**config.mk**
```make
export PLATFORM = sky130hd
export DESIGN_NAME = syst_skew_feeder
export DESIGN_NICKNAME = d
export VERILOG_FILES = /design/src/rtl/syst_pkg.sv /design/src/rtl/syst_row_fifo.sv /design/src/rtl/syst_skew_feeder.sv
export SDC_FILE = /design/constraint.sdc
export NUM_CORES = 1
export LEC_CHECK = 0
export ABC_AREA = 0
export BUFFER_PORTS_ARGS = -buffer_cell sky130_fd_sc_hd__buf_2
export CAP_MARGIN = 20
export CORE_ASPECT_RATIO = 2
export CORE_UTILIZATION = 40
export CTS_CLUSTER_DIAMETER = 120
export DETAILED_ROUTE_END_ITERATION = 10
export SYNTH_ARGS = -nofsm -noshare
export SYNTH_HDL_FRONTEND = slang
export SYNTH_SLANG_ARGS = --single-unit
```
**constraint.sdc**
```tcl
create_clock -name clk_i -period 4.6 [get_ports clk_i]
set_input_delay 0.92 -clock clk_i [delete_from_list [all_inputs] [get_ports clk_i]]
set_output_delay 0.92 -clock clk_i [all_outputs]
set_load 0.005 [all_outputs]
```
**src/rtl/syst_pkg.sv**
```systemverilog
// Shared sizing and types for the systolic-array front end.
package syst_pkg;
    localparam int LANES = 5;   // array rows fed by the skew feeder
    localparam int DW    = 8;   // activation width per lane
    localparam int YW    = 20;  // syst_ws accumulator output width

    // One activation row; lane k sits in element k (lane 0 = x1).
    typedef logic [LANES-1:0][DW-1:0] row_t;
endpackage

```
**src/rtl/syst_row_fifo.sv**
```systemverilog
// Row FIFO: power-of-two depth, free-running wrap pointers, occupancy count.
module syst_row_fifo #(
    parameter int W     = 40,
    parameter int DEPTH = 4,
    localparam int AW   = $clog2(DEPTH)
) (
    input  logic          clk_i,
    input  logic          rst_i,
    input  logic          flush_i,
    input  logic          push_i,
    input  logic          pop_i,
    input  logic [W-1:0]  wdata_i,
    output logic [W-1:0]  rdata_o,
    output logic [AW:0]   count_o,
    output logic          full_o,
    output logic          empty_o
);
    logic [W-1:0]  mem [DEPTH];
    logic [AW-1:0] wr_ptr;
    logic [AW-1:0] rd_ptr;
    logic          do_push;
    logic          do_pop;

    assign full_o  = (count_o == (AW+1)'(DEPTH));
    assign empty_o = (count_o == '0);
    // Flush wins over both ports so a same-cycle push is dropped.
    assign do_push = push_i & ~full_o & ~flush_i;
    assign do_pop  = pop_i & ~empty_o & ~flush_i;
    assign rdata_o = mem[rd_ptr];

    // Pointer and occupancy bookkeeping; pointers wrap naturally at DEPTH.
    always_ff @(posedge clk_i or negedge rst_i) begin
        if (!rst_i) begin
            wr_ptr  <= '0;
            rd_ptr  <= '0;
            count_o <= '0;
        end else if (flush_i) begin
            wr_ptr  <= '0;
            rd_ptr  <= '0;
            count_o <= '0;
        end else begin
            if (do_push) wr_ptr <= wr_ptr + AW'(1);
            if (do_pop)  rd_ptr <= rd_ptr + AW'(1);
            case ({do_push, do_pop})
                2'b10:   count_o <= count_o + (AW+1)'(1);
                2'b01:   count_o <= count_o - (AW+1)'(1);
                default: count_o <= count_o;
            endcase
        end
    end

    // Storage needs no reset; occupancy alone decides what is live.
    always_ff @(posedge clk_i) begin
        if (do_push) mem[wr_ptr] <= wdata_i;
    end
endmodule

```
**src/rtl/syst_skew_feeder.sv**
```systemverilog
// Buffers activation rows and skews them diagonally into the systolic array:
// lane k sees each row k cycles after lane 0.
module syst_skew_feeder #(
    parameter int LANES = syst_pkg::LANES,
    parameter int DW    = syst_pkg::DW,
    parameter int DEPTH = 4
) (
    input  logic                clk_i,
    input  logic                rst_i,
    input  logic                row_valid_i,
    input  logic [LANES*DW-1:0] row_data_i,
    output logic                row_ready_o,
    input  logic                flush_i,
    output logic [DW-1:0]       x1_o,
    output logic [DW-1:0]       x2_o,
    output logic [DW-1:0]       x3_o,
    output logic [DW-1:0]       x4_o,
    output logic [DW-1:0]       x5_o,
    output logic                valid1_o,
    output logic                valid2_o,
    output logic                valid3_o,
    output logic                valid4_o,
    output logic                valid5_o,
    output logic                busy_o
);
    localparam int CW = $clog2(DEPTH) + 1;

    logic [LANES-1:0][DW-1:0] head;
    logic [CW-1:0]            count;
    logic                     full;
    logic                     empty;
    logic                     pop;
    logic                     rdy_en_q;
    logic [LANES-1:0][DW-1:0] x_lane;
    logic [LANES-1:0]         v_lane;
    logic [LANES-1:0]         lane_busy;

    // Holds ready low through reset and releases it on the first edge after.
    always_ff @(posedge clk_i or negedge rst_i) begin
        if (!rst_i) rdy_en_q <= 1'b0;
        else        rdy_en_q <= 1'b1;
    end

    assign row_ready_o = rdy_en_q & ~full & ~flush_i;
    // The array never back-pressures, so drain the head every cycle it exists.
    assign pop         = ~empty;

    syst_row_fifo #(
        .W     (LANES*DW),
        .DEPTH (DEPTH)
    ) u_fifo (
        .clk_i   (clk_i),
        .rst_i   (rst_i),
        .flush_i (flush_i),
        .push_i  (row_valid_i & row_ready_o),
        .pop_i   (pop),
        .wdata_i (row_data_i),
        .rdata_o (head),
        .count_o (count),
        .full_o  (full),
        .empty_o (empty)
    );

    // Triangular skew line: lane k owns k+1 private stages.
    for (genvar k = 0; k < LANES; k++) begin : g_lane
        logic [k:0]         vld_pipe;
        logic [k:0][DW-1:0] dat_pipe;

        // Stage 0 captures the popped byte; data is zeroed whenever invalid.
        always_ff @(posedge clk_i or negedge rst_i) begin
            if (!rst_i) begin
                vld_pipe <= '0;
                dat_pipe <= '0;
            end else if (flush_i) begin
                vld_pipe <= '0;
                dat_pipe <= '0;
            end else begin
                vld_pipe[0] <= pop;
                dat_pipe[0] <= pop ? head[k] : '0;
                for (int j = 1; j <= k; j++) begin
                    vld_pipe[j] <= vld_pipe[j-1];
                    dat_pipe[j] <= dat_pipe[j-1];
                end
            end
        end

        assign x_lane[k]    = dat_pipe[k];
        assign v_lane[k]    = vld_pipe[k];
        assign lane_busy[k] = |vld_pipe;
    end

    assign x1_o     = x_lane[0];
    assign x2_o     = x_lane[1];
    assign x3_o     = x_lane[2];
    assign x4_o     = x_lane[3];
    assign x5_o     = x_lane[4];
    assign valid1_o = v_lane[0];
    assign valid2_o = v_lane[1];
    assign valid3_o = v_lane[2];
    assign valid4_o = v_lane[3];
    assign valid5_o = v_lane[4];
    assign busy_o   = (count != '0) | (|lane_busy);
endmodule

```
==> summary.md, run 1 <==
| Metric | Value |
|---|---|
| Status | `complete, no violations` |
| # clock sinks | `293` |
| Clk Latency, worst-skew pair | `0.53 ns` |
| Sequential power share | `about 53%` |
| Core Region | `between 20000 and 30000 um^2` |
| Routed len/inst | `16.5 um` |
| Setup crit end kind | `primary output` |
| Peak fanout along the critical path | `between 90 and 100` |
| Initial antenna violation count | `0` |
| Antenna Violating Nets Remaining | `0` |
| Synth top area cells | `edfxtp_1 45%, dfrtp_1 32%, mux4_2 6.6%` |
| GRT overflow | `0` |
| Drt pass-1 iters | `4` |
| Final Hold Fails | `0` |
| Clock Tree Buf Depth | `3` |
| # DRC | `0` |
| CP max-delay cell | `buf_4` |
| Clk pin slew, worst setup/hold paths | `0.06 ns` |
| Post-Syn Area | `around 11000 um^2` |
| Port Buf Inserts | `90` |
| Placed cells | `939` |
| CTS tree | `done` |
| Via count | `around 4600` |
| Worst reg-to-reg path cell count | `7` |
| Fin crit share | `between 60% and 70%` |
| H-tree levels | `1` |
| Delay-heaviest family, CP | `buffers and inverters` |
| Hold Crit Class | `primary input to async pin` |
| Vias per std cell | `around 4.6` |
| Clock root cell | `clkbuf_16` |
| Die width | `117 um` |
| Unrepaired setup endpoints after global routing | `false` |
| Flop2flop setup slack | `roughly 2.2 ns` |
| Die ar. | `around 27000 um^2` |
| Period minus WS final | `3.01 ns` |
| Post-synthesis net count | `just over 600` |
| Fillers | `2195` |
| Critical Path RT | `3.68 ns` |
| Max_cap viols | `0` |
| Reg2reg start | `u_fifo.count_o[0]` |
| Nets | `676` |
| Initial drt markers | `192` |
| Final Max Tran Viols | `0` |
| Setup TNS | `0 ns` |
| Internal | `0.00445 W` |
| Worst-path cell chain | `buf_4 -> nand2b_1 -> a21oi_1 -> buf_2` |
| Fmax | `332 MHz` |
| Post-synth EDFFs | `160` |
| # IOs | `91` |
| Power, Total | `0.00567 W` |
| WL final | `16200 um` |
| Number of synthesized register bits | `a little under 300` |
| Pin count of the biggest net entering global routing | `96` |
| Net load switching power | `between 0.001 and 0.0015 W` |
| Largest stage delay, worst path | `0.67 ns` |
| Post-Synthesis Cells | `562` |
| Non-Filler Instances | `985` |
| Commonest non-fill, non-tap cell in the layout | `edfxtp_1` |
| DP Wirelength | `9360 um` |
| Resized Gates After CTS | `0` |
| Vias in the first global route | `4992` |
| Worst setup SP type | `primary input` |
| CP Class | `primary input to primary output` |
| Yosys cell types | `33` |
| Sequential area share after synthesis | `77.0%` |
| # setup viols final | `0` |
| Highest-count cells in the layout ignoring fill and taps | `160 x edfxtp_1, 131 x dfrtp_1, 88 x buf_2` |
| Skew final | `0.0159 ns` |
| Critical R2R Capture | `u_fifo.count_o[2]` |
| Logic pwr share | `under 10%` |
| Worst vdd ir | `around 260 uV` |
| Asr flop ratio synth | `45.4%` |
| Setup bufs post-CTS | `0` |
| Mean Syn Cell Area | `~19 um^2` |
| Power Dens Cells | `between 400 and 500 nW/um^2` |
| Prevailing post-synth register cell | `edfxtp_1` |
| Clock network power share | `38.3%` |
| Die Ht | `~230 um` |
| Core Rows | `83` |
| Gpl congestion | `approximately 0.67` |
| Initial Utilization | `40.9%` |
| Warnings, synthesis | `0` |
| Post-synth top area cell | `edfxtp_1` |
| First-pass GRT wire length | `26400 um` |
| Pleak | `4.85 nW` |
| Worst slew pin tran | `1.10 ns` |
| Layout cells sized above 1 | `28.1%` |
| Ant diodes | `0` |
| CTS Hold Buffers Added | `0` |
| WP data arrival | `2.09 ns` |
| Post-synth top area share | `45.5%` |
| Total track usage | `12.9%` |
| CTS buffer count | `24` |
| Sw Ratio | `about 22%` |
| P&R area growth vs syn | `13.8%` |
| Rel. slew slack | `26.9%` |
| Buf/Inv on CP | `2` |
## cell type report
cell class / instances / area, um^2 / area share, %
tap: 340 / 425 / 3.54
timing repair buffer: 98 / 544 / 4.53
inverter: 3 / 11.3 / 0.0937
clock inverter: 17 / 241 / 2.01
multi-input combinational: 207 / 2040 / 17.0
clock buffer: 27 / 622 / 5.17
sequential: 293 / 8140 / 67.7
## synth_stat cells (all sizes together) (3+ instances only)
library cell	instances
nand2b	3
inv	3
dfrtp	133
a31oi	3
buf	43
mux4	40
edfxtp	160
nor3	5
ha	4
nor2b	84
clkbuf	16
nor2	7
and2	44
## how the worst max path moves through the flow
stage / endpoint / cells past startpoint / slack [ns] / from
CTS: row_ready_o / 4 / 1.55 / flush_i
floorplan: u_fifo.mem[0][0] / 4 / 1.65 / row_valid_i
finish: row_ready_o / 4 / 1.59 / flush_i
global placement: u_fifo.mem[3][20] / 4 / 1.18 / flush_i
detailed placement: u_fifo.mem[3][39] / 4 / 1.15 / flush_i
global route: row_ready_o / 4 / 1.45 / flush_i
## through the flow
step | instance area [um^2] | setup slack, ns | hold WS [ns] | util (%)
2_1_floorplan | 10600 | 1.65 | 0.439 | -
3_5_place_dp | 11100 | 1.15 | 0.446 | 43.0
3_3_place_gp | 11100 | 1.18 | 0.443 | 43.0
5_1_grt | 12000 | 1.45 | 0.457 | 46.5
6_report | 12000 | 1.59 | 0.412 | 46.5
4_1_cts | 12000 | 1.55 | 0.422 | 46.3
## metal layers
layer,up-vias,track usage (%),wire length (um)
met1,2343,14.5,6130
li1,2104,-,-
met4,0,5.34,425
met5,-,0,0
met2,89,23.4,8990
met3,27,2.32,686
## state kept, by name, summed over array words and instances, names as in the netlist
name	count
g_lane.dat_pipe	80
g_lane.vld_pipe	5
rdy_en_q	1
u_fifo.count_o	3
u_fifo.mem	160
u_fifo.rd_ptr	2
u_fifo.wr_ptr	2
x1_o	8
x2_o	8
x3_o	8
x4_o	8
x5_o	8
## logic make-up after synthesis
group | Yosys count | share of synthesized area [%]
fa+ha+maj | 5 | 0.663
mux | 42 | 9.05
xor+xnor | 2 | 0.166
other cells | 1 | 0.0355
compound gates | 11 | 0.853
flops | 293 | 77.0
buf+inv | 62 | 3.75
simple gates | 146 | 8.50
## worst reg2reg max path: cells and delay by family (launching register included)
family	cells	cell delay, ns
compound gates	4	1.01
flops	1	0.54
fa+ha+maj	1	0.44
simple gates	2	0.26
## power groups by stage
stage	registers [W]	clock network (W)	logic (W)
after floorplan	0.00297	0	0.000461
after global placement	0.00305	0	0.000504
after detailed placement	0.00306	0	0.000517
after CTS	0.00301	0.00226	0.000519
after global routing	0.00302	0.00234	0.000557
final	0.00300	0.00217	0.000503
(Power assumes the default switching activity.)
==> inputs of run 2 (changes only) <==
ABC_AREA = 1   (was 0)
clock period = 2.9 ns   (was 4.6 ns; I/O delays follow)
==> summary.md, run 2 <==
| Metric | Value |
|---|---|
| Warnings, synthesis | `0 (unchanged)` |
| Worst slew pin tran | `0.915 ns (was 1.10 ns)` |
| Fmax | `444 MHz` |
| DP Wirelength | `10600 um (was 9360 um)` |
| Peak fanout along the critical path | `4 (was 95)` |
| Routed len/inst | `14.4 um (was 16.5 um)` |
| Total track usage | `14.1% (was 12.9%)` |
| Multi-input logic area | `1840 um^2 (was 2040 um^2)` |
| WP data arrival | `1.67 ns (was 2.09 ns)` |
| Synth top area cells | `edfxtp_1 45%, dfrtp_1 31%, nor2_1 8.7% (was edfxtp_1 45%, dfrtp_1 32%, mux4_2 6.6%)` |
| Fin Hold WS | `0.0434 ns (was 0.412 ns)` |
| Register area | `8140 um^2 (unchanged)` |
| Clk Latency, worst-skew pair | `0.53 ns (about the same)` |
| Setup crit end kind | `primary output (unchanged)` |
| Gpl congestion | `0.743 (was 0.667)` |
| Vias in the first global route | `5810 (was 4992)` |
| Core Rows | `84 (was 83)` |
| H-tree levels | `1 (unchanged)` |
| Initial drt markers | `320 (was 192)` |
| Critical Path RT | `2.32 ns (was 3.68 ns)` |
| Worst setup SP type | `flip-flop (was primary input)` |
| Commonest non-fill, non-tap cell in the layout | `nor2_1 (was edfxtp_1)` |
| Unrepaired setup endpoints after global routing | `false (unchanged)` |
| GRT overflow | `0 (unchanged)` |
| Post-synth top cells | `249 x nor2_1, 160 x edfxtp_1, 133 x dfrtp_1, 94 x inv_1, 75 x o21ai_0 (was 160 x edfxtp_1, 133 x dfrtp_1, 84 x nor2b_1, 44 x and2_1, 32 x buf_4)` |
| First-pass GRT wire length | `30200 um (was 26400 um)` |
| Initial Utilization | `40.7% (was 40.9%)` |
| Highest metal used | `met4 (unchanged)` |
| Hold Crit Class | `primary input to async pin (unchanged)` |
| Biggest regs | `u_fifo.mem x160, g_lane.dat_pipe x80 (unchanged)` |
| # IOs | `91 (unchanged)` |
| Resized Gates After CTS | `0 (unchanged)` |
| Placed cells | `1251 (was 939)` |
| Non-Filler Instances | `1297 (was 985)` |
| Pleak | `5.04 nW (was 4.85 nW)` |
| Met3 WL | `631 um (was 686 um)` |
| Met1 wire length | `7470 um (was 6130 um)` |
| Via count | `5832 (was 4563)` |
| Nets | `983 (was 676)` |
| Die width | `118 um (was 117 um)` |
| Most frequent cell after synthesis | `nor2_1 (was edfxtp_1)` |
| Setup bufs post-CTS | `0 (unchanged)` |
| P&R area growth vs syn | `13.1% (was 13.8%)` |
| Layout cells sized above 1 | `16.6% (was 28.1%)` |
| DR WL met2 | `10200 um (was 8990 um)` |
| Max_cap viols | `0 (unchanged)` |
| Clk pin slew, worst setup/hold paths | `0.07 ns (was 0.06 ns)` |
| Clock root cell | `clkbuf_16 (unchanged)` |
| Pin count of the biggest net entering global routing | `82 (was 96)` |
| Die ar. | `27600 um^2 (was 27100 um^2)` |
| Power Dens Cells | `805 nW/um^2 (was 472 nW/um^2)` |
| Period minus WS final | `~2.3 ns` |
| # DRC | `0 (unchanged)` |
| Drt pass-1 iters | `6 (was 4)` |
| CTS Hold Buffers Added | `0 (unchanged)` |
| Worst vdd ir | `431 uV (was 258 uV)` |
| Sequential area share after synthesis | `75.7% (was 77.0%)` |
| Post-synthesis net count | `926 (was 611)` |
| Post-Syn Area | `10700 um^2 (was 10600 um^2)` |
| Clock Tree Buf Depth | `3 (unchanged)` |
| Mean Syn Cell Area | `12.3 um^2 (was 18.8 um^2)` |
| CP Class | `flip-flop to primary output (was primary input to primary output)` |
| Asr flop ratio synth | `45.4% (unchanged)` |
| Post-synth EDFFs | `160 (unchanged)` |
| Antenna Violating Nets Remaining | `0 (unchanged)` |
| Post-Synthesis Cells | `877 (was 562)` |
| Prevailing post-synth register cell | `edfxtp_1 (unchanged)` |
| Final Hold Fails | `0 (unchanged)` |
| Final Max Tran Viols | `0 (unchanged)` |
| Highest-count cells in the layout ignoring fill and taps | `245 x nor2_1, 160 x edfxtp_1, 131 x dfrtp_1 (was 160 x edfxtp_1, 131 x dfrtp_1, 88 x buf_2)` |
| # clock sinks | `293 (unchanged)` |
| Status | `complete, no violations (unchanged)` |
| Yosys cell types | `27 (was 33)` |
| Largest register FFs | `160 (unchanged)` |
| Post-synth top area share | `44.7% (was 45.5%)` |
| Skew final | `0.0200 ns (was 0.0159 ns)` |
| Initial antenna violation count | `2 (was 0)` |
| Number of synthesized register bits | `293 (unchanged)` |
| WL final | `18700 um (was 16200 um)` |
| Vias per std cell | `4.50 (was 4.63)` |
| CTS tree | `done (unchanged)` |
| Port Buf Inserts | `90 (unchanged)` |
| CTS buffer count | `25 (was 24)` |
| # setup viols final | `0 (unchanged)` |
| Core Region | `26400 um^2 (was 25900 um^2)` |
| Rel. slew slack | `39.0% (was 26.9%)` |
| Fillers | `2342 (was 2195)` |
| Largest reg by FF count | `u_fifo.mem (unchanged)` |
| Die Ht | `234 um (was 232 um)` |
| Post-synth top area cell | `edfxtp_1 (unchanged)` |
| Fin crit share | `77.7%` |
run 2: worst paths after layout:
path | depth (start not counted) | slack [ns] | endpoint | startpoint
setup / recovery | 5 | 0.65 | busy_o | u_fifo.count_o[0]
hold / removal | 1 | 0.04 | x5_o[3] | rst_i
setup reg to reg | 10 | 0.88 | u_fifo.count_o[2] | u_fifo.count_o[0]
hold reg to reg | 2 | 0.45 | x3_o[6] | g_lane[2].dat_pipe[14]
max in group asynchronous | 2 | 2.16 | g_lane[2].dat_pipe[14] | rst_i
min in group clk_i | 1 | 0.27 | u_fifo.mem[2][28] | row_data_i[28]
run 2: per-layer routing:
layer | vias up | global-route usage, %
li1 | 2903 | -
met1 | 2798 | 15.8
met2 | 100 | 26.4
met3 | 31 | 2.02
met4 | 0 | 6.13
met5 | - | 0
run 2: worst max-delay path, cell delays in order (launching register included):
cell and delay, ns:
dfrtp_1 0.44, nor2_2 0.23, nand2_1 0.12, inv_1 0.12, nand4_1 0.09, buf_2 0.14
run 2: cell type report:
class / count / area share [%]
Antenna cell: 1 / 0.0206
Clock buffer: 36 / 5.73
Timing Repair Buffer: 103 / 5.09
Multi-Input combinational cell: 411 / 15.1
Inverter: 100 / 3.10
Clock inverter: 9 / 0.463
Sequential cell: 293 / 66.9
Tap cell: 344 / 3.54
run 2: kinds of logic after synthesis:
group	synth area share (%)
other	0.0349
DFF	75.7
adders and majority gates	0.652
buffers and inverters	7.50
AOI/OAI and AO/OA	6.02
and+or+nand+nor	10.1
run 2: report_power, final:
part / switching (W) / leakage (nW) / internal, W
sequential: 0.000134 / 3.26 / 0.00481
clock: 0.00141 / 0.365 / 0.00168
combinational: 0.00119 / 1.42 / 0.000559
run 2: through the flow:
step / cell area (um^2) / utilization [%] / total power (W) / worst slack (ns) / TNS (ns)
floorplan: 10700 / - / 0.00626 / -0.263 / -42.01
global placement: 11400 / 43.2 / 0.00678 / 0.607 / 0
detailed placement: 11400 / 43.2 / 0.00682 / 0.587 / 0
CTS: 12200 / 46.1 / 0.00991 / 0.606 / 0
global route: 12200 / 46.1 / 0.0103 / 0.554 / 0
finish: 12200 / 46.1 / 0.00978 / 0.645 / 0
